## src/rtl/seq_detect_pkg.sv

```systemverilog
// seq_detect_pkg: shared state encoding, reset defaults and mask helper for seq_detect_ctrl
package seq_detect_pkg;
  typedef enum logic [1:0] {IDLE = 2'b00, RUN = 2'b01, DONE = 2'b10} state_t;
  localparam int DEF_PATTERN = 5;
  localparam int DEF_LEN = 3;
  localparam logic DEF_OVERLAP = 1'b1;
  localparam int DEF_TARGET = 0;
  function automatic logic [63:0] len_mask(input int n);
    return (64'd1 << n) - 64'd1;
  endfunction
endpackage

```

## src/rtl/seq_match_core.sv

```systemverilog
// seq_match_core: history shift register, fill counter and length-masked pattern compare
module seq_match_core
  import seq_detect_pkg::*;
#(
  parameter int MAXLEN = 8,
  parameter int LENW = $clog2(MAXLEN + 1)
) (
  input  logic              clk,
  input  logic              reset,
  input  logic              shift_en,
  input  logic              clear,
  input  logic              overlap_restart,
  input  logic              din,
  input  logic [MAXLEN-1:0] pattern,
  input  logic [LENW-1:0]   len,
  output logic              hit
);
  logic [MAXLEN-1:0] hist, hist_n, mask;
  logic [LENW-1:0] fill, fill_n;
  assign hist_n = {hist[MAXLEN-2:0], din};
  assign fill_n = (fill == LENW'(MAXLEN)) ? fill : fill + LENW'(1);
  assign mask = MAXLEN'(len_mask(int'(len)));
  assign hit = shift_en && (fill_n >= len) && (((hist_n ^ pattern) & mask) == '0);
  // a non-overlapping hit empties the fill so no matched bit is reused
  always_ff @(posedge clk or negedge reset) begin
    if (!reset) begin
      hist <= '0;
      fill <= '0;
    end else if (clear) begin
      hist <= '0;
      fill <= '0;
    end else if (shift_en) begin
      hist <= hist_n;
      fill <= (hit && overlap_restart) ? '0 : fill_n;
    end
  end
endmodule

```

## src/rtl/seq_detect_ctrl.sv

```systemverilog
// seq_detect_ctrl: programmable serial pattern detector with arm/run/done lifecycle
module seq_detect_ctrl
  import seq_detect_pkg::*;
#(
  parameter int MAXLEN = 8,
  parameter int CNTW = 8,
  parameter int LENW = $clog2(MAXLEN + 1)
) (
  input  logic              clk,
  input  logic              reset,
  input  logic              cfg_we,
  input  logic [MAXLEN-1:0] cfg_pattern,
  input  logic [LENW-1:0]   cfg_len,
  input  logic              cfg_overlap,
  input  logic [CNTW-1:0]   cfg_target,
  output logic              cfg_err,
  input  logic              start,
  input  logic              abort,
  input  logic              din,
  input  logic              din_valid,
  output logic              match,
  output logic [CNTW-1:0]   match_count,
  output logic              busy,
  output logic              done
);
  state_t state, state_n;
  logic [MAXLEN-1:0] pattern;
  logic [LENW-1:0] len;
  logic overlap;
  logic [CNTW-1:0] target, count_n;
  logic cfg_ok, cfg_bad, go, shift_en, hit, fin;
  assign cfg_ok = cfg_we && (state != RUN);
  assign cfg_bad = (cfg_len == '0) || (cfg_len > LENW'(MAXLEN));
  assign go = start && !abort && (state != RUN);
  assign shift_en = (state == RUN) && din_valid && !abort;
  assign count_n = (match_count == '1) ? match_count : match_count + CNTW'(1);
  assign fin = hit && (target != '0) && (count_n == target);
  seq_match_core #(.MAXLEN(MAXLEN), .LENW(LENW)) u_core (
    .clk(clk),
    .reset(reset),
    .shift_en(shift_en),
    .clear(go),
    .overlap_restart(!overlap),
    .din(din),
    .pattern(pattern),
    .len(len),
    .hit(hit)
  );
  always_comb begin
    state_n = state;
    state_n = fin ? DONE : state_n;
    state_n = go ? RUN : state_n;
    state_n = abort ? IDLE : state_n;
  end
  always_ff @(posedge clk or negedge reset) begin
    if (!reset) begin
      state       <= IDLE;
      pattern     <= MAXLEN'(DEF_PATTERN);
      len         <= LENW'(DEF_LEN);
      overlap     <= DEF_OVERLAP;
      target      <= CNTW'(DEF_TARGET);
      match_count <= '0;
      match       <= 1'b0;
      cfg_err     <= 1'b0;
      busy        <= 1'b0;
      done        <= 1'b0;
    end else begin
      state   <= state_n;
      match   <= hit;
      cfg_err <= cfg_ok && cfg_bad;
      busy    <= state_n == RUN;
      done    <= state_n == DONE;
      if (cfg_ok && !cfg_bad) begin
        pattern <= cfg_pattern;
        len     <= cfg_len;
        overlap <= cfg_overlap;
        target  <= cfg_target;
      end
      if (go) match_count <= '0;
      else if (hit) match_count <= count_n;
    end
  end
endmodule

```

## config.mk

```make
export PLATFORM = sky130hd
export DESIGN_NAME = seq_detect_ctrl
export DESIGN_NICKNAME = d
export VERILOG_FILES = /design/src/rtl/seq_detect_pkg.sv /design/src/rtl/seq_match_core.sv /design/src/rtl/seq_detect_ctrl.sv
export SDC_FILE = /design/constraint.sdc
export NUM_CORES = 1
export LEC_CHECK = 0
export BUFFER_PORTS_ARGS = -buffer_cell sky130_fd_sc_hd__buf_2
export CAP_MARGIN = 20
export CORE_MARGIN = 3
export CORE_UTILIZATION = 40
export DETAILED_ROUTE_END_ITERATION = 10
export HOLD_SLACK_MARGIN = 0.05
export PLACE_DENSITY_LB_ADDON = 0.15
export SLEW_MARGIN = 20
export SYNTH_ARGS = -nofsm -noshare
export SYNTH_HDL_FRONTEND = slang
export SYNTH_SLANG_ARGS = --single-unit
```

## constraint.sdc

```tcl
create_clock -name clk -period 2.76 [get_ports clk]
set_clock_uncertainty 0.1 [all_clocks]
set_input_delay 0.138 -clock clk [delete_from_list [all_inputs] [get_ports clk]]
set_output_delay 0.138 -clock clk [all_outputs]
set_load 0.01 [all_outputs]
```

==> results of run 1 <==
-- through the flow --
step,area (um^2),util [%]
2_1_floorplan,2560,-
3_3_place_gp,2890,47.7
3_5_place_dp,2890,47.7
4_1_cts,3230,53.3
5_1_grt,3320,54.7
6_report,3320,54.7
-- cell families after synthesis --
| logic type | Yosys count |
|---|---|
| and+or+nand+nor | 64 |
| AOI/OAI and AO/OA | 51 |
| DFF | 46 |
| muxes | 28 |
| buffers and inverters | 22 |
| xor gates and xnor gates | 16 |
| adders and majority gates | 8 |
-- routing by layer --
| metal | track usage, % | vias to the layer above | part of all wire [%] |
|---|---|---|---|
| met5 | 0 | - | 0 |
| met3 | 3.46 | 9 | 6.4 |
| met4 | 5.18 | 0 | 1.3 |
| met1 | 23.4 | 1040 | 47 |
| met2 | 25.7 | 78 | 45 |
| li1 | - | 1042 | - |
-- repair_timing --
item	4_1_cts	5_1_grt
endpoints found under the hold margin	65	0
resized for setup	0	10
setup buffers	0	6
setup endpoints to repair	0	15
hold buffers	25	0
-- cells in the final DEF, fill, tap and decap left out, types with 6 or more instances in the layout --
master and count:
a21oi_1 8, nor3_1 6, dfrtp_1 41, buf_2 38
xor2_1 8, mux2i_1 6, dlygate4sd3_1 25, xnor2_1 7
ha_1 7, nor2_1 8, mux2_2 22, nand3_1 7
nand2_1 11, buf_4 20, inv_1 10, a22o_1 7
-- sequential cells by signal, summed over array words and instances, names as in the netlist --
register / cells
pattern: 8
len: 4
busy: 1
match_count: 8
cfg_err: 1
u_core.fill: 4
u_core.hist: 7
target: 8
overlap: 1
done: 1
match: 1
state: 2
-- critical path, cell delays in order (launching register included) --
cell	delay (ns)
dfrtp_1	0.39
or4_4	0.54
ha_2	0.21
nor3_2	0.18
mux2i_1	0.10
o21ai_1	0.19
a21oi_2	0.10
and3_2	0.27
nand2_1	0.11
mux2_2	0.34
-- cell type report --
cell class / instances / area [um^2] / area share (%)
Clock inverter: 1 / 7.51 / 0.226
Clock buffer: 7 / 76.3 / 2.30
Timing Repair Buffer: 83 / 591 / 17.8
Multi-Input combinational cell: 168 / 1350 / 40.7
Inverter: 11 / 41.3 / 1.25
Sequential cell: 46 / 1160 / 34.9
Tap cell: 75 / 93.8 / 2.83
-- where the power goes --
| group | total [W] | internal, W | switching (W) | leakage, nW |
|---|---|---|---|---|
| Combinational | 0.000532 | 0.000285 | 0.000246 | 0.866 |
| Clock | 0.000400 | 0.000179 | 0.000220 | 0.0385 |
| Sequential | 0.000872 | 0.000781 | 0.0000917 | 0.586 |
| Total | 0.00180 | 0.00125 | 0.000558 | 1.49 |
-- worst max-delay path by stage --
| stage | start | to | slack [ns] | cells past startpoint |
|---|---|---|---|---|
| 2_1_floorplan | len[3] | match_count[5] | 0.06 | 11 |
| 3_3_place_gp | len[2] | match_count[1] | 0.13 | 9 |
| 3_5_place_dp | u_core.fill[0] | state[0] | 0.04 | 12 |
| 4_1_cts | u_core.fill[0] | state[0] | 0.03 | 12 |
| 5_1_grt | u_core.fill[0] | done | 0.006 | 13 |
| 6_report | len[2] | match_count[1] | 0.13 | 9 |
==> impl_results.md, run 1 <==
- Die height: about 86 um
- Worst vdd rail ir drop: 343 uV
- Worst setup EP type: flip-flop
- Fin nets: 351
- Place WS: approximately 0.039 ns
- Finish-stage setup viols: 0
- Placed instance count: between 300 and 400
- Remaining antenna violation count after routing: 0
- Post-Layout Cell Count: 391
- Final WS setup: 0.125 ns
- DRT Pass-1 Iters: 4
- Synth cell count leaders: dfrtp_1 (41), mux2_2 (22), inv_1 (11), nand2_1 (11), a21oi_1 (10)
- Die area: 7400 um^2
- Critical path required time: 2.84 ns
- Largest family of logic cells by synthesized area: compound AO/OA/AOI/OAI gates
- Worst Path Arrival: 2.72 ns
- Area contributors post-synth: dfrtp_1 (40%), mux2_2 (9.7%), dfstp_2 (5.1%), ha_1 (3.9%), xnor2_1 (2.7%)
- Min-Delay Endpoint: cfg_err
- Final Hold Viols: 0
- Lkg Pwr: 1.49 nW
- Seq/Total Area, Yosys: 45.2%
- Post-Syn Area: 2560 um^2
- Critical Setup Path Class: reg2reg
- Final WL: 6050 um
- Clock tree sinks: 46
- Synth Area in Compound Gates: between 10 and 15%
- Synthesized flop and latch total: 46
- Initial antenna violation count: 0
- Routability cong.: ~0.82
- Placeable Area: 6060 um^2
- First-pass GRT wire length: 9840 um
- Largest net degree at the start of global routing: 47
- MaxCap Viol Count: 0
- Simple-gate portion of the synthesized area: 14.7%
- Synth unique cells: between 50 and 60
- Main flop type after synthesis: dfrtp_1
- CTS tree: yes
- Starting Density: 42.3%
- Mapped Cells: 235
- Final Cycle Share: about 95%
- Area growth syn-to-layout: 29.4%
- Slew HR: 49.2%
- F_max: ~380 MHz
- Worst Reg-to-Reg Cells: 9
- Dpl hpwl: 4070 um
- Yosys synthesis warning count: 0
- Total gr overflow: 0
- CTS root buffer: clkbuf_8
- Die W: 86.0 um
- Total Power: ~0.0018 W
- Final Max Slew Viols: 0
- Post-synth top area cell: dfrtp_1
- FF-to-FF End: match_count[1]
- Most common cell in the netlist: dfrtp_1
- Worst r2r src: len[2]
- # IOs: 40
- Worst reg2reg setup slack: 0.13 ns
- Clock latency on the worst-skew pair: 0.29 ns
- Post-synthesis mux area share: 12.0%
- Via Count: 2169
- GRT Total Usage: 16.7%
- Min cycle time layout: 2.63 ns
- Max FO, Critical Path: 5
- RSZ-0062 raised after global routing: no
- Max Buffers Root-to-Sink: 2
- Synth async-reset ratio: 100%
- Hold_sp: cfg_len[3]
- Count of input and output buffers: 39
- Clock-pin slew of the registers on the worst-case setup and hold paths: 0.08 ns
- Worst Tran Pin Value: 0.759 ns
- Syn Area/Cell: 10.9 um^2
- Vias per cell: 5.55
- Hold Crit Depth: 3
- Post-Synth Adder-Cell Area: 3.91%
- WL/cell: roughly 15 um
- Antenna cells: 0
- # fillers: 529
- Synth Area in XOR/XNOR: under 10%
- 1st-iter DRT viols: between 100 and 150
- Worst hold slack: 0.0648 ns
- Synth top area share: roughly two fifths
- Setup_tns: 0 ns
- Post-synth EDFFs: 0
- Num CTS Buffers: 5
- Vias in the first global route: 2041
- Power per Cell Area: 544 nW/um^2
- CTS H-tree depth: 2
- Share of post-route cells with drive strength above 1: 34.5%
- Num rows: 28
- Status: finished, final reports clean
- Syn nets: around 270
- Drt drc: 0
- Crit start category: flip-flop
- Hold crit path type: in2reg
Note: power is estimated with default switching activity, not from simulation.
==> run 2, diff against run 1 <==
- CORE_ASPECT_RATIO: not set -> 1.2
- GPL_TIMING_DRIVEN: not set -> 1
==> impl_results.md, run 2 (synthesized netlist as in run 1, its figures left out) <==
- Final Hold Viols: 0 (unchanged)
- Critical Setup Path Class: reg2reg
- Final Cycle Share: 94.6% (-0.86 points)
- Min cycle time layout: 2.61 ns (-0.0239 ns)
- Placed instance count: 358 (+2.0%)
- Final instance area: 3330 um^2 (+0.38%)
- Power per Cell Area: 555 nW/um^2 (+2.0%)
- Starting Density: 41.8% (-0.47 points)
- CTS H-tree depth: 2 (unchanged)
- Post-Layout Cell Count: 395 (+1.0%)
- Top Layer Used: met4
- # fillers: 583 (+10%)
- Met1 Routed Length: 2690 um (-5.7%)
- Die height: 93.7 um (+8.9%)
- Final Max Slew Viols: 0 (unchanged)
- Via Count: 2123 (-2.1%)
- Antenna cells: 0 (unchanged)
- Slowest CP cell: or4_4
- Crit start category: flip-flop
- Slew HR: 53.1% (+3.9 points)
- WL met3: 227 um (-42%)
- Lkg Pwr: 1.49 nW (+0.23%)
- Share of post-route cells with drive strength above 1: 34.2% (-0.31 points)
- Hold_sp: abort
- WL/cell: 15.2 um (-1.5%)
- Remaining antenna violation count after routing: 0 (unchanged)
- Dpl cell area: 2900 um^2 (+0.30%)
- Critical path required time: 2.85 ns (about the same)
- Commonest non-fill, non-tap cell in the layout: dfrtp_1
- # IOs: 40 (unchanged)
- Final WL: 6020 um (-0.51%)
- Max Buffers Root-to-Sink: 2 (unchanged)
- Crit-path max cell delay: 0.53 ns (about the same)
- CP Cell Sequence: or4_4, ha_1, nor3_2, mux2i_1, o21ai_0, a21oi_2, and3_4, nand2_1, mux2_2
- Clock tree sinks: 46 (unchanged)
- Num CTS Buffers: 5 (unchanged)
- Hold crit path type: in2reg
- Vias per cell: 5.37 (-3.1%)
- Vias in the first global route: 2109 (+3.3%)
- Largest net degree at the start of global routing: 47 (unchanged)
- Clock latency on the worst-skew pair: 0.30 ns (about the same)
- Num rows: 31 (+11%)
- Status: finished, final reports clean
- GRT Total Usage: 17.2% (+0.51 points)
- 1st-iter DRT viols: 86 (-28%)
- Drt drc: 0 (unchanged)
- FF-to-FF End: match_count[1]
- DRT Pass-1 Iters: 4 (unchanged)
- Finish-stage setup viols: 0 (unchanged)
- Die W: 79.1 um (-8.1%)
- Worst vdd rail ir drop: 285 uV (-17%)
- First-pass GRT wire length: 9940 um (+1.0%)
- Utilization after layout: 54.3% (-0.40 points)
- Worst setup EP type: flip-flop
- Worst reg2reg setup slack: 0.15 ns (+0.02 ns)
- Area growth syn-to-layout: 29.9%
- Initial antenna violation count: 0 (unchanged)
- CTS root buffer: clkbuf_8
- MaxCap Viol Count: 0 (unchanged)
- Placeable Area: 6130 um^2 (+1.1%)
- Most frequent cells in the layout: dfrtp_1 (41), buf_2 (38), dlygate4sd3_1 (26)
- Die area: 7410 um^2 (about the same)
- Routability cong.: 0.824 (about the same)
- Worst Path Arrival: 2.70 ns (-0.02 ns)
- Fin nets: 348 (-0.85%)
- Footprint of the multi-input gates: 1350 um^2 (+0.19%)
- Regs by FF count: match_count x8, pattern x8, target x8
- Worst Tran Pin Value: 0.701 ns (-0.0580 ns)
- Total gr overflow: 0 (unchanged)
- Clock-pin slew of the registers on the worst-case setup and hold paths: 0.09 ns (about the same)
- Count of input and output buffers: 39 (unchanged)
- CTS tree: yes
- Wire length on met2: 3020 um (+10%)
- FF/Latch Area: 1160 um^2 (unchanged)
- Hold Crit Depth: 4 (+1)
- Worst r2r src: len[2]
- Dpl hpwl: 4180 um (+2.8%)
- Worst Reg-to-Reg Cells: 9 (unchanged)
- Min-Delay Endpoint: state[1]
- Max FO, Critical Path: 6 (+1)
- F_max: 383 MHz (+0.91%)
## run 2: stage by stage
| stage | worst slack [ns] | TNS, ns | power [W] | hold slack [ns] |
|---|---|---|---|---|
| 5_1_grt | -0.00825 | -0.0129 | 0.00197 | 0.0778 |
| 6_report | 0.149 | 0 | 0.00185 | 0.0647 |
| 3_5_place_dp | 0.0772 | 0 | 0.00133 | 0.274 |
| 4_1_cts | 0.0506 | 0 | 0.00184 | 0.0576 |
| 3_3_place_gp | 0.0978 | 0 | 0.00132 | 0.269 |
| 2_1_floorplan | 0.0551 | 0 | 0.00118 | -0.258 |
## run 2: timing repair
action | 4_1_cts | 5_1_grt
buffers inserted | 0 | 2
hold buffers | 26 | 0
endpoints found under the setup margin | 0 | 14
resized for setup | 0 | 8
hold endpoints to repair | 65 | 0
## run 2: where the power goes
part	internal (W)	total (W)	switching (W)	leakage [nW]
combinational	0.000276	0.000505	0.000228	0.854
sequential	0.000781	0.000878	0.0000975	0.586
clock	0.000230	0.000463	0.000233	0.0544
## run 2: final cells by class
class | instances | share of cell area (%)
multi-input combinational | 168 | 40.6
sequential | 46 | 34.8
timing repair buffer | 80 | 17.1
tap | 82 | 3.08
clock buffer | 7 | 2.89
inverter | 11 | 1.24
clock inverter | 1 | 0.263
## run 2: worst max path at each step
stage	start	endpoint	slack, ns	cells after the start
floorplan	len[3]	match_count[5]	0.06	11
detailed placement	len[2]	match_count[1]	0.08	9
finish	len[2]	match_count[1]	0.15	9
CTS	len[2]	match_count[1]	0.05	9
global placement	len[2]	match_count[1]	0.1	9
global route	u_core.fill[0]	state[0]	-0.008	10
## run 2: critical path: cells and delay by family, from the launching register on
family	cells	cell delay (ns)
multiplexers	2	0.43
flip-flops	1	0.38
adder cells (fa/ha/maj)	1	0.24
AO/OA/AOI/OAI	2	0.30
AND/OR/NAND/NOR	4	1.03
## run 2: layer usage
| metal | GRT usage (%) | vias up |
|---|---|---|
| li1 | - | 1029 |
| met1 | 22.6 | 1036 |
| met2 | 28.8 | 49 |
| met3 | 2.69 | 9 |
| met4 | 5.59 | 0 |
| met5 | 0 | - |
==> run 3, diff against run 2 <==
- CORE_UTILIZATION: 40 -> 51
- SETUP_SLACK_MARGIN: not set -> 0.02
- SKIP_LAST_GASP: not set -> 1
==> impl_results.md, run 3 (synthesized netlist as in run 1, its figures left out) <==
- Die height: 83.7 um (-11%)
- Max Buffers Root-to-Sink: 2 (unchanged)
- Starting Density: 54.2% (+12 points)
- Vias per cell: 5.78 (+7.5%)
- Count of input and output buffers: 39 (unchanged)
- Final Max Slew Viols: 0 (unchanged)
- Share of post-route cells with drive strength above 1: 34.6% (+0.42 points)
- Power per Cell Area: 546 nW/um^2 (-1.6%)
- Slew HR: 50.1% (-3.0 points)
- Total gr overflow: 0 (unchanged)
- Hold crit path type: in2reg
- Dpl cell area: 2890 um^2 (-0.52%)
- Setup_tns: 0 ns (unchanged)
- Status: finished, final reports clean
- Lkg Pwr: 1.50 nW (+0.35%)
- Placeable Area: 4730 um^2 (-23%)
- Remaining antenna violation count after routing: 0 (unchanged)
- First-pass GRT wire length: 9960 um (+0.21%)
- Crit start category: flip-flop
- Die area: 5910 um^2 (-20%)
- Critical path required time: 2.86 ns (about the same)
- Antenna cells: 0 (unchanged)
- Commonest non-fill, non-tap cell in the layout: dfrtp_1
- F_max: 382 MHz (-0.32%)
- Largest net degree at the start of global routing: 47 (unchanged)
- Worst setup EP type: flip-flop
- Regs by FF count: match_count x8, pattern x8, target x8
- Die W: 70.7 um (-11%)
- Num CTS Buffers: 5 (unchanged)
- Worst Path Arrival: 2.72 ns (+0.02 ns)
- MaxCap Viol Count: 0 (unchanged)
- Worst hold slack: 0.0613 ns (-0.00334 ns)
- Final Cycle Share: 94.9% (+0.31 points)
- Clock-pin slew of the registers on the worst-case setup and hold paths: 0.09 ns (about the same)
- Most frequent cells in the layout: dfrtp_1 (41), buf_2 (38), dlygate4sd3_1 (25)
- Worst Tran Pin Value: 0.746 ns (+0.0450 ns)
- Dpl hpwl: 4160 um (-0.50%)
- Via Count: 2156 (+1.6%)
- Clock latency on the worst-skew pair: 0.30 ns (about the same)
- # fillers: 371 (-36%)
- Worst vdd rail ir drop: 492 uV (+73%)
- Vias in the first global route: 2093 (-0.76%)
- # IOs: 40 (unchanged)
- Min cycle time layout: 2.62 ns (+0.00847 ns)
- RSZ-0062 raised after global routing: no
- WL/cell: 16.4 um (+7.4%)
- Critical Setup Path Class: reg2reg
- Initial antenna violation count: 0 (unchanged)
- Fin nets: 350 (+0.57%)
- Area growth syn-to-layout: 28.6%
- Drt drc: 0 (unchanged)
- Utilization after layout: 69.7% (+15 points)
- Clock tree sinks: 46 (unchanged)
- Final instance area: 3290 um^2 (-1.0%)
- Final WL: 6110 um (+1.4%)
- Routability cong.: 0.791 (-4.1%)
- DRT Pass-1 Iters: 4 (unchanged)
- Max FO, Critical Path: 8 (+2)
- 1st-iter DRT viols: 164 (+91%)
- Num rows: 27 (-13%)
- CTS tree: yes
- Finish-stage setup viols: 0 (unchanged)
- CTS root buffer: clkbuf_8
- GRT Total Usage: 21.1% (+3.9 points)
- CTS H-tree depth: 2 (unchanged)
- Final Hold Viols: 0 (unchanged)
-- run 3: layout make-up --
cell class	count	area [um^2]	share of cell area, %
clock inverter	2	10.0	0.304
clock buffer	6	72.6	2.20
multi-input combinational	167	1350	40.9
timing repair buffer	83	594	18.0
tap	58	72.6	2.20
inverter	11	41.3	1.25
sequential	46	1160	35.1
-- run 3: final timing paths --
kind                           startpoint             end  slack, ns  depth (start not counted)
hold / removal                      start        state[1]       0.06                          4
hold reg to reg                  state[0]            done       0.42                          1
setup reg to reg           u_core.fill[0]  match_count[6]       0.14                         11
setup / recovery           u_core.fill[0]  match_count[6]       0.14                         11
min in group asynchronous           reset  match_count[3]       0.28                          2
max in group asynchronous           reset         overlap       1.89                          2
-- run 3: routing by layer --
metal  wire [um]  up-vias  track usage (%)
met5           0        -                0
met4         111        0             6.84
met3         221       10             3.49
met2        3290       61             38.3
met1        2480     1050             24.8
li1            -     1035                -
-- run 3: repair_timing --
| action | 4_1_cts | 5_1_grt |
|---|---|---|
| resized for setup | 0 | 14 |
| buffers inserted | 0 | 4 |
| endpoints found under the hold margin | 64 | 1 |
| hold buffers | 24 | 1 |
| setup endpoints to repair | 0 | 14 |
-- run 3: stage by stage --
stage	power [W]	cells	setup slack, ns
6_report	0.00180	373	0.141
3_3_place_gp	0.00131	336	0.121
2_1_floorplan	0.00118	235	0.0551
5_1_grt	0.00191	373	0.0264
4_1_cts	0.00176	368	0.0291
3_5_place_dp	0.00133	336	0.0447
-- run 3: report_power, final --
part           switching [W]  internal (W)
logic               0.000234      0.000285
registers          0.0000943      0.000781
clock network       0.000228      0.000176
total               0.000556       0.00124
-- run 3: critical path: stages (launching register included) --
cell	delay, ns
dfrtp_1	0.41
buf_4	0.14
ha_1	0.19
mux2_2	0.29
ha_1	0.29
o21ai_1	0.08
a21oi_1	0.13
a2bb2oi_1	0.19
and3_4	0.27
buf_6	0.14
a21oi_1	0.07
a311oi_1	0.24
